**src/rtl/ram_access_ctrl_pkg.sv**
```systemverilog
// Shared constants for the sample-RAM access controller: geometry defaults,
// clear pattern and FSM state codes.
package ram_access_ctrl_pkg;

    localparam int         ADDR_W_DEF    = 15;
    localparam int         DATA_W_DEF    = 8;
    localparam int         RAM_DEPTH     = 1 << ADDR_W_DEF;
    localparam logic [7:0] CLR_VALUE_DEF = 8'h00;

    localparam logic [0:0] ST_ARB   = 1'b0;
    localparam logic [0:0] ST_CLEAR = 1'b1;

endpackage

```
**src/rtl/ram_rd_pipe.sv**
```systemverilog
// Read-return tag pipeline: a read command tag walks RD_LAT stages and the
// RAM q is captured when the tag reaches the last one.
module ram_rd_pipe
    import ram_access_ctrl_pkg::*;
#(
    parameter int RD_LAT = 2,
    parameter int DATA_W = DATA_W_DEF
) (
    input  logic              clk,
    input  logic              rst,
    input  logic              issue,
    input  logic [DATA_W-1:0] ram_rd_data,
    output logic              rd_valid,
    output logic [DATA_W-1:0] rd_data
);

    logic [RD_LAT-1:0] vld_pipe;

    always_ff @(posedge clk or posedge rst) begin
        if (rst) begin
            vld_pipe <= '0;
            rd_valid <= 1'b0;
            rd_data  <= '0;
        end else begin
            vld_pipe[0] <= issue;
            for (int i = 1; i < RD_LAT; i++)
                vld_pipe[i] <= vld_pipe[i-1];
            rd_valid <= vld_pipe[RD_LAT-1];
            if (vld_pipe[RD_LAT-1])
                rd_data <= ram_rd_data;
        end
    end

endmodule

```
**src/rtl/ram_access_ctrl.sv**
```systemverilog
// Single owner of the sample RAM: arbitrates acquisition writes against host
// reads (with anti-starvation) and runs the zero-fill clear sweep.
module ram_access_ctrl
    import ram_access_ctrl_pkg::*;
#(
    parameter int                ADDR_W     = ADDR_W_DEF,
    parameter int                DATA_W     = DATA_W_DEF,
    parameter int                RD_LAT     = 2,
    parameter int                STARVE_MAX = 4,
    parameter logic [DATA_W-1:0] CLR_VALUE  = DATA_W'(CLR_VALUE_DEF)
) (
    input  logic              sys_clk,
    input  logic              sys_rst,
    input  logic              acq_req,
    input  logic [ADDR_W-1:0] acq_addr,
    input  logic [DATA_W-1:0] acq_data,
    output logic              acq_gnt,
    input  logic              host_req,
    input  logic [ADDR_W-1:0] host_addr,
    output logic              host_gnt,
    output logic              host_rd_valid,
    output logic [DATA_W-1:0] host_rd_data,
    input  logic              clr_start,
    output logic              clr_done,
    output logic              busy,
    output logic [ADDR_W-1:0] ram_addr,
    output logic [DATA_W-1:0] ram_wr_data,
    output logic              ram_wr_en,
    input  logic [DATA_W-1:0] ram_rd_data
);

    localparam int SC_W = $clog2(STARVE_MAX + 1);

    logic [0:0]      state;
    logic [ADDR_W:0] clr_cnt;
    logic [SC_W-1:0] starve_cnt;
    logic            arb_open;
    logic            starved;

    // clr_start closes arbitration in its own cycle so the sweep starts clean
    assign arb_open = !sys_rst && (state == ST_ARB) && !clr_start;
    assign starved  = (starve_cnt == SC_W'(STARVE_MAX));
    assign host_gnt = arb_open && host_req && (!acq_req || starved);
    assign acq_gnt  = arb_open && acq_req && !host_gnt;
    assign busy     = (state == ST_CLEAR);

    always_ff @(posedge sys_clk or posedge sys_rst) begin
        if (sys_rst)
            starve_cnt <= '0;
        else if (!host_req || host_gnt)
            starve_cnt <= '0;
        else if (acq_gnt && !starved)
            starve_cnt <= starve_cnt + 1'b1;
    end

    // The sweep counter carries one extra bit; its MSB marks "all addresses issued".
    always_ff @(posedge sys_clk or posedge sys_rst) begin
        if (sys_rst) begin
            state       <= ST_ARB;
            clr_cnt     <= '0;
            ram_addr    <= '0;
            ram_wr_data <= '0;
            ram_wr_en   <= 1'b0;
            clr_done    <= 1'b0;
        end else begin
            ram_wr_en <= 1'b0;
            clr_done  <= 1'b0;
            case (state)
                ST_ARB: begin
                    if (clr_start) begin
                        state       <= ST_CLEAR;
                        ram_addr    <= '0;
                        ram_wr_data <= CLR_VALUE;
                        ram_wr_en   <= 1'b1;
                        clr_cnt     <= {{ADDR_W{1'b0}}, 1'b1};
                    end else if (acq_gnt) begin
                        ram_addr    <= acq_addr;
                        ram_wr_data <= acq_data;
                        ram_wr_en   <= 1'b1;
                    end else if (host_gnt) begin
                        ram_addr    <= host_addr;
                    end
                end
                default: begin
                    if (clr_cnt[ADDR_W]) begin
                        state    <= ST_ARB;
                        clr_done <= 1'b1;
                    end else begin
                        ram_addr    <= clr_cnt[ADDR_W-1:0];
                        ram_wr_data <= CLR_VALUE;
                        ram_wr_en   <= 1'b1;
                        clr_cnt     <= clr_cnt + 1'b1;
                    end
                end
            endcase
        end
    end

    ram_rd_pipe #(
        .RD_LAT (RD_LAT),
        .DATA_W (DATA_W)
    ) u_rd_pipe (
        .clk         (sys_clk),
        .rst         (sys_rst),
        .issue       (host_gnt),
        .ram_rd_data (ram_rd_data),
        .rd_valid    (host_rd_valid),
        .rd_data     (host_rd_data)
    );

endmodule
```
**config.mk**
```make
export PLATFORM = sky130hd
export DESIGN_NAME = ram_access_ctrl
export DESIGN_NICKNAME = d
export VERILOG_FILES = /design/src/rtl/ram_access_ctrl_pkg.sv /design/src/rtl/ram_rd_pipe.sv /design/src/rtl/ram_access_ctrl.sv
export SDC_FILE = /design/constraint.sdc
export NUM_CORES = 1
export LEC_CHECK = 0
export ABC_AREA = 1
export BUFFER_PORTS_ARGS = -buffer_cell sky130_fd_sc_hd__buf_2
export CAP_MARGIN = 25
export CORE_ASPECT_RATIO = 1.25
export CORE_MARGIN = 2
export CORE_UTILIZATION = 52
export CTS_CLUSTER_DIAMETER = 120
export DETAILED_ROUTE_END_ITERATION = 16
export GPL_TIMING_DRIVEN = 0
export PLACE_DENSITY_LB_ADDON = 0.1
export SLEW_MARGIN = 10
export SYNTH_ARGS = -nofsm -noshare
export SYNTH_HDL_FRONTEND = slang
export SYNTH_SLANG_ARGS = --single-unit
```
**constraint.sdc**
```tcl
create_clock -name sys_clk -period 3 [get_ports sys_clk]
set_input_delay 0.3 -clock sys_clk [delete_from_list [all_inputs] [get_ports sys_clk]]
set_output_delay 0.3 -clock sys_clk [all_outputs]
set_load 0.02 [all_outputs]
```
==> results.sh <==
export IMPL_status="finished clean"
export IMPL_p_sw_uw=973.1
export IMPL_post_cts_resized=0
export IMPL_first_global_vias=2646
export IMPL_synth_mux_area_frac=0.03046
export IMPL_cts_made_buffers=5
export IMPL_r2r_worst_path_cells=9
export IMPL_via_count=2833
export IMPL_period_needed_ns=2.199
export IMPL_synth_compound_area_frac=0.1045
export IMPL_io_pins=88
export IMPL_grt_max_degree=36
export IMPL_rsz0062_at_grt="no"
export IMPL_synth_area_per_cell_um2=7.623
export IMPL_wl_per_cell_um=12.06
export IMPL_cts_buffer_depth=2
export IMPL_p_seq_frac=0.432
export IMPL_initial_core_util=0.5434
export IMPL_power_leakage_nw=2.095
export IMPL_setup_viol=0
export IMPL_final_cell_mix="92 x buf_2, 91 x nand2_1, 62 x inv_1, 56 x dfrtp_1, 49 x nand3_1"
export IMPL_p_int_mw=1.584
export IMPL_required_ns=2.70
export IMPL_finalCritPeriodShare=0.7330
export IMPL_htreeDepth=2
export IMPL_synth_xor_area_frac=0.002961
export IMPL_yosysSeqAreaShare=0.4738
export IMPL_fin_ws_ns=0.8009
export IMPL_drc_errors=0
export IMPL_r2r_start="starve_cnt[0]$_DFFE_PP0P_"
export IMPL_hold_viol_final=0
export IMPL_cap_violations=0
export IMPL_power_density_nw_per_um2=706.5
export IMPL_drive_above_1_share=0.2459
export IMPL_critPathArrivalTime_ns=1.90
export IMPL_timing_rr_end="ram_addr[3]$_DFFE_PP0P_"
export IMPL_io_buffers=87
export IMPL_swShare=0.3805
export IMPL_grt_overflow_total=0
export IMPL_slew_violations=0
export IMPL_route_final_wire_length_um=6611
export IMPL_antenna_found_initial=0
export IMPL_drt_first_pass_iters=4
export IMPL_syn_nets=442
export IMPL_path_class="reg -> out"
export IMPL_cp_start_kind="flip-flop"
export IMPL_cts_tree="yes"
export IMPL_end_kind="primary output"
export IMPL_vias_per_cell=5.170
export IMPL_hold_class="in -> async"
export IMPL_cts_setup_buffers=0
export IMPL_coreArea_um2=5443
export IMPL_synth_top_family_by_area="simple AND/OR/NAND/NOR gates"
export IMPL_ant_nets=0
export IMPL_syn_instance_count=388
export IMPL_cts_root_buf="clkbuf_8"
export IMPL_area_growth_pct=22.38
export IMPL_synth_seq_cells=56
export IMPL_place_ws_ns=0.7675
export IMPL_synth_distinct_cells=26
export IMPL_vdd_drop_max_uv=348.0
export IMPL_cts_sinks=56
export IMPL_die_x_um=71.46
export IMPL_clkTransAtPathRegs_ns=0.10
export IMPL_place_area_um2=3493
export IMPL_cts_hold_buf=0
export IMPL_gp_congestion=0.8718
export IMPL_final_core_util=0.6651
export IMPL_relSlewSlack=0.6489
export IMPL_dr_first_iter_drc_count=119
export IMPL_crit_fanout=9
export IMPL_grt_usage=0.2179
export IMPL_antenna_cells=0
export IMPL_post_synth_and_or_nand_nor_area_fraction=0.2669
export IMPL_fin_nets=537
export IMPL_pwr_share_clk=0.208
export IMPL_fin_skew_ns=0.007952
export IMPL_dieArea_um2=6311
export IMPL_dp_hpwl_um=5005
export IMPL_tightest_slew_ns=0.5258
export IMPL_syn_area_um2=2958
export IMPL_row_count=30
export IMPL_clock_latency_ns=0.31
export IMPL_stdcell_area_um2=3620
export IMPL_hold_slack_ns=0.01817
export IMPL_yosysWarnings=0
export IMPL_synth_adder_area_share=0.01269
export IMPL_final_common_cell="buf_2"
export IMPL_grt_pass1_wl_um=11060
export IMPL_r2r_setup_slack_ns=1.20
export IMPL_combPwrFrac=0.360
export IMPL_die_height_um=88.32
export IMPL_fmax_ghz=0.4547
-- synthesized netlist by cell type, drive strengths merged --
master	count	area (µm²)
a21oi	40	200.2
a31oi	1	6.260
and2	1	6.260
buf	8	58.80
clkbuf	6	22.52
clkinv	1	3.750
dfrtp	56	1401
ha	3	37.54
inv	63	236.5
mux2	8	90.09
nand2	94	365.3
nand3	49	245.2
nand4	1	6.260
nor2	35	155.2
nor3	1	5.000
o211ai	1	7.510
o21ai	16	80.08
o21bai	1	7.510
o31ai	1	7.510
or2	1	6.260
xnor2	1	8.760
-- critical path, cell delays in order, from the launching register on --
cell      delay, ns
dfrtp_1        0.39
inv_1          0.09
ha_1           0.15
nand2_1        0.06
nand2_1        0.05
nand2_1        0.19
nand2_4        0.19
clkinv_1       0.22
buf_2          0.23
-- worst max path at each step --
stage	start	endpoint
2_1_floorplan	sys_rst	starve_cnt[2]$_DFFE_PP0P_
3_3_place_gp	sys_rst	acq_gnt
3_5_place_dp	sys_rst	acq_gnt
4_1_cts	sys_rst	acq_gnt
5_1_grt	starve_cnt[0]$_DFFE_PP0P_	acq_gnt
6_report	starve_cnt[0]$_DFFE_PP0P_	acq_gnt
-- final cells by class --
class / count / area (µm²)
plain buffers: 14 / 81.33
clock buffers: 7 / 96.34
clock inverters: 1 / 30.03
fillers: 506 / 1823
inverters: 64 / 240.2
multi-input cells: 254 / 1235
flip-flops and latches: 56 / 1401
well taps: 64 / 80.08
repair buffers: 88 / 455.4
-- power groups by stage --
stage                     Sequential (mW)  Combinational, mW  Clock [mW]
final                                1.11              0.920       0.532
after global routing                 1.13               1.03       0.572
after CTS                            1.10              0.929       0.545
after detailed placement             1.12              0.926           0
after global placement               1.11              0.901           0
after floorplan                      1.26              0.458           0
-- flip-flops by register name (all words and copies together) (netlist names) --
register            count
ram_addr               15
clr_done                1
busy                    1
ram_wr_en               1
u_rd_pipe.vld_pipe      2
u_rd_pipe.rd_data       8
starve_cnt              3
clr_cnt                16
ram_wr_data             8
u_rd_pipe.rd_valid      1
-- logic make-up (layout without fill, tap and decap cells) --
group	Yosys count	count (layout)
adder cells (fa/ha/maj)	3	3
AND/OR/NAND/NOR	182	182
XOR/XNOR	1	1
buffers and inverters	78	174
multiplexers	8	8
flip-flops	56	56
AO/OA/AOI/OAI	60	60
-- routing by layer --
| layer | vias to the layer above | part of all wire | GRT usage |
|---|---|---|---|
| met1 | 1310 | 0.41 | 0.2537 |
| met3 | 12 | 0.051 | 0.03303 |
| met5 | - | 0 | 0 |
| met2 | 96 | 0.52 | 0.3981 |
| li1 | 1415 | - | - |
| met4 | 0 | 0.019 | 0.09262 |
-- per-stage QoR --
stage	power (mW)	TNS, ns	cells
2_1_floorplan	1.722	0	388
3_3_place_gp	2.013	-4.495	539
3_5_place_dp	2.043	0	540
4_1_cts	2.579	0	548
5_1_grt	2.734	0	548
6_report	2.557	0	548
(Power assumes the default switching activity.)
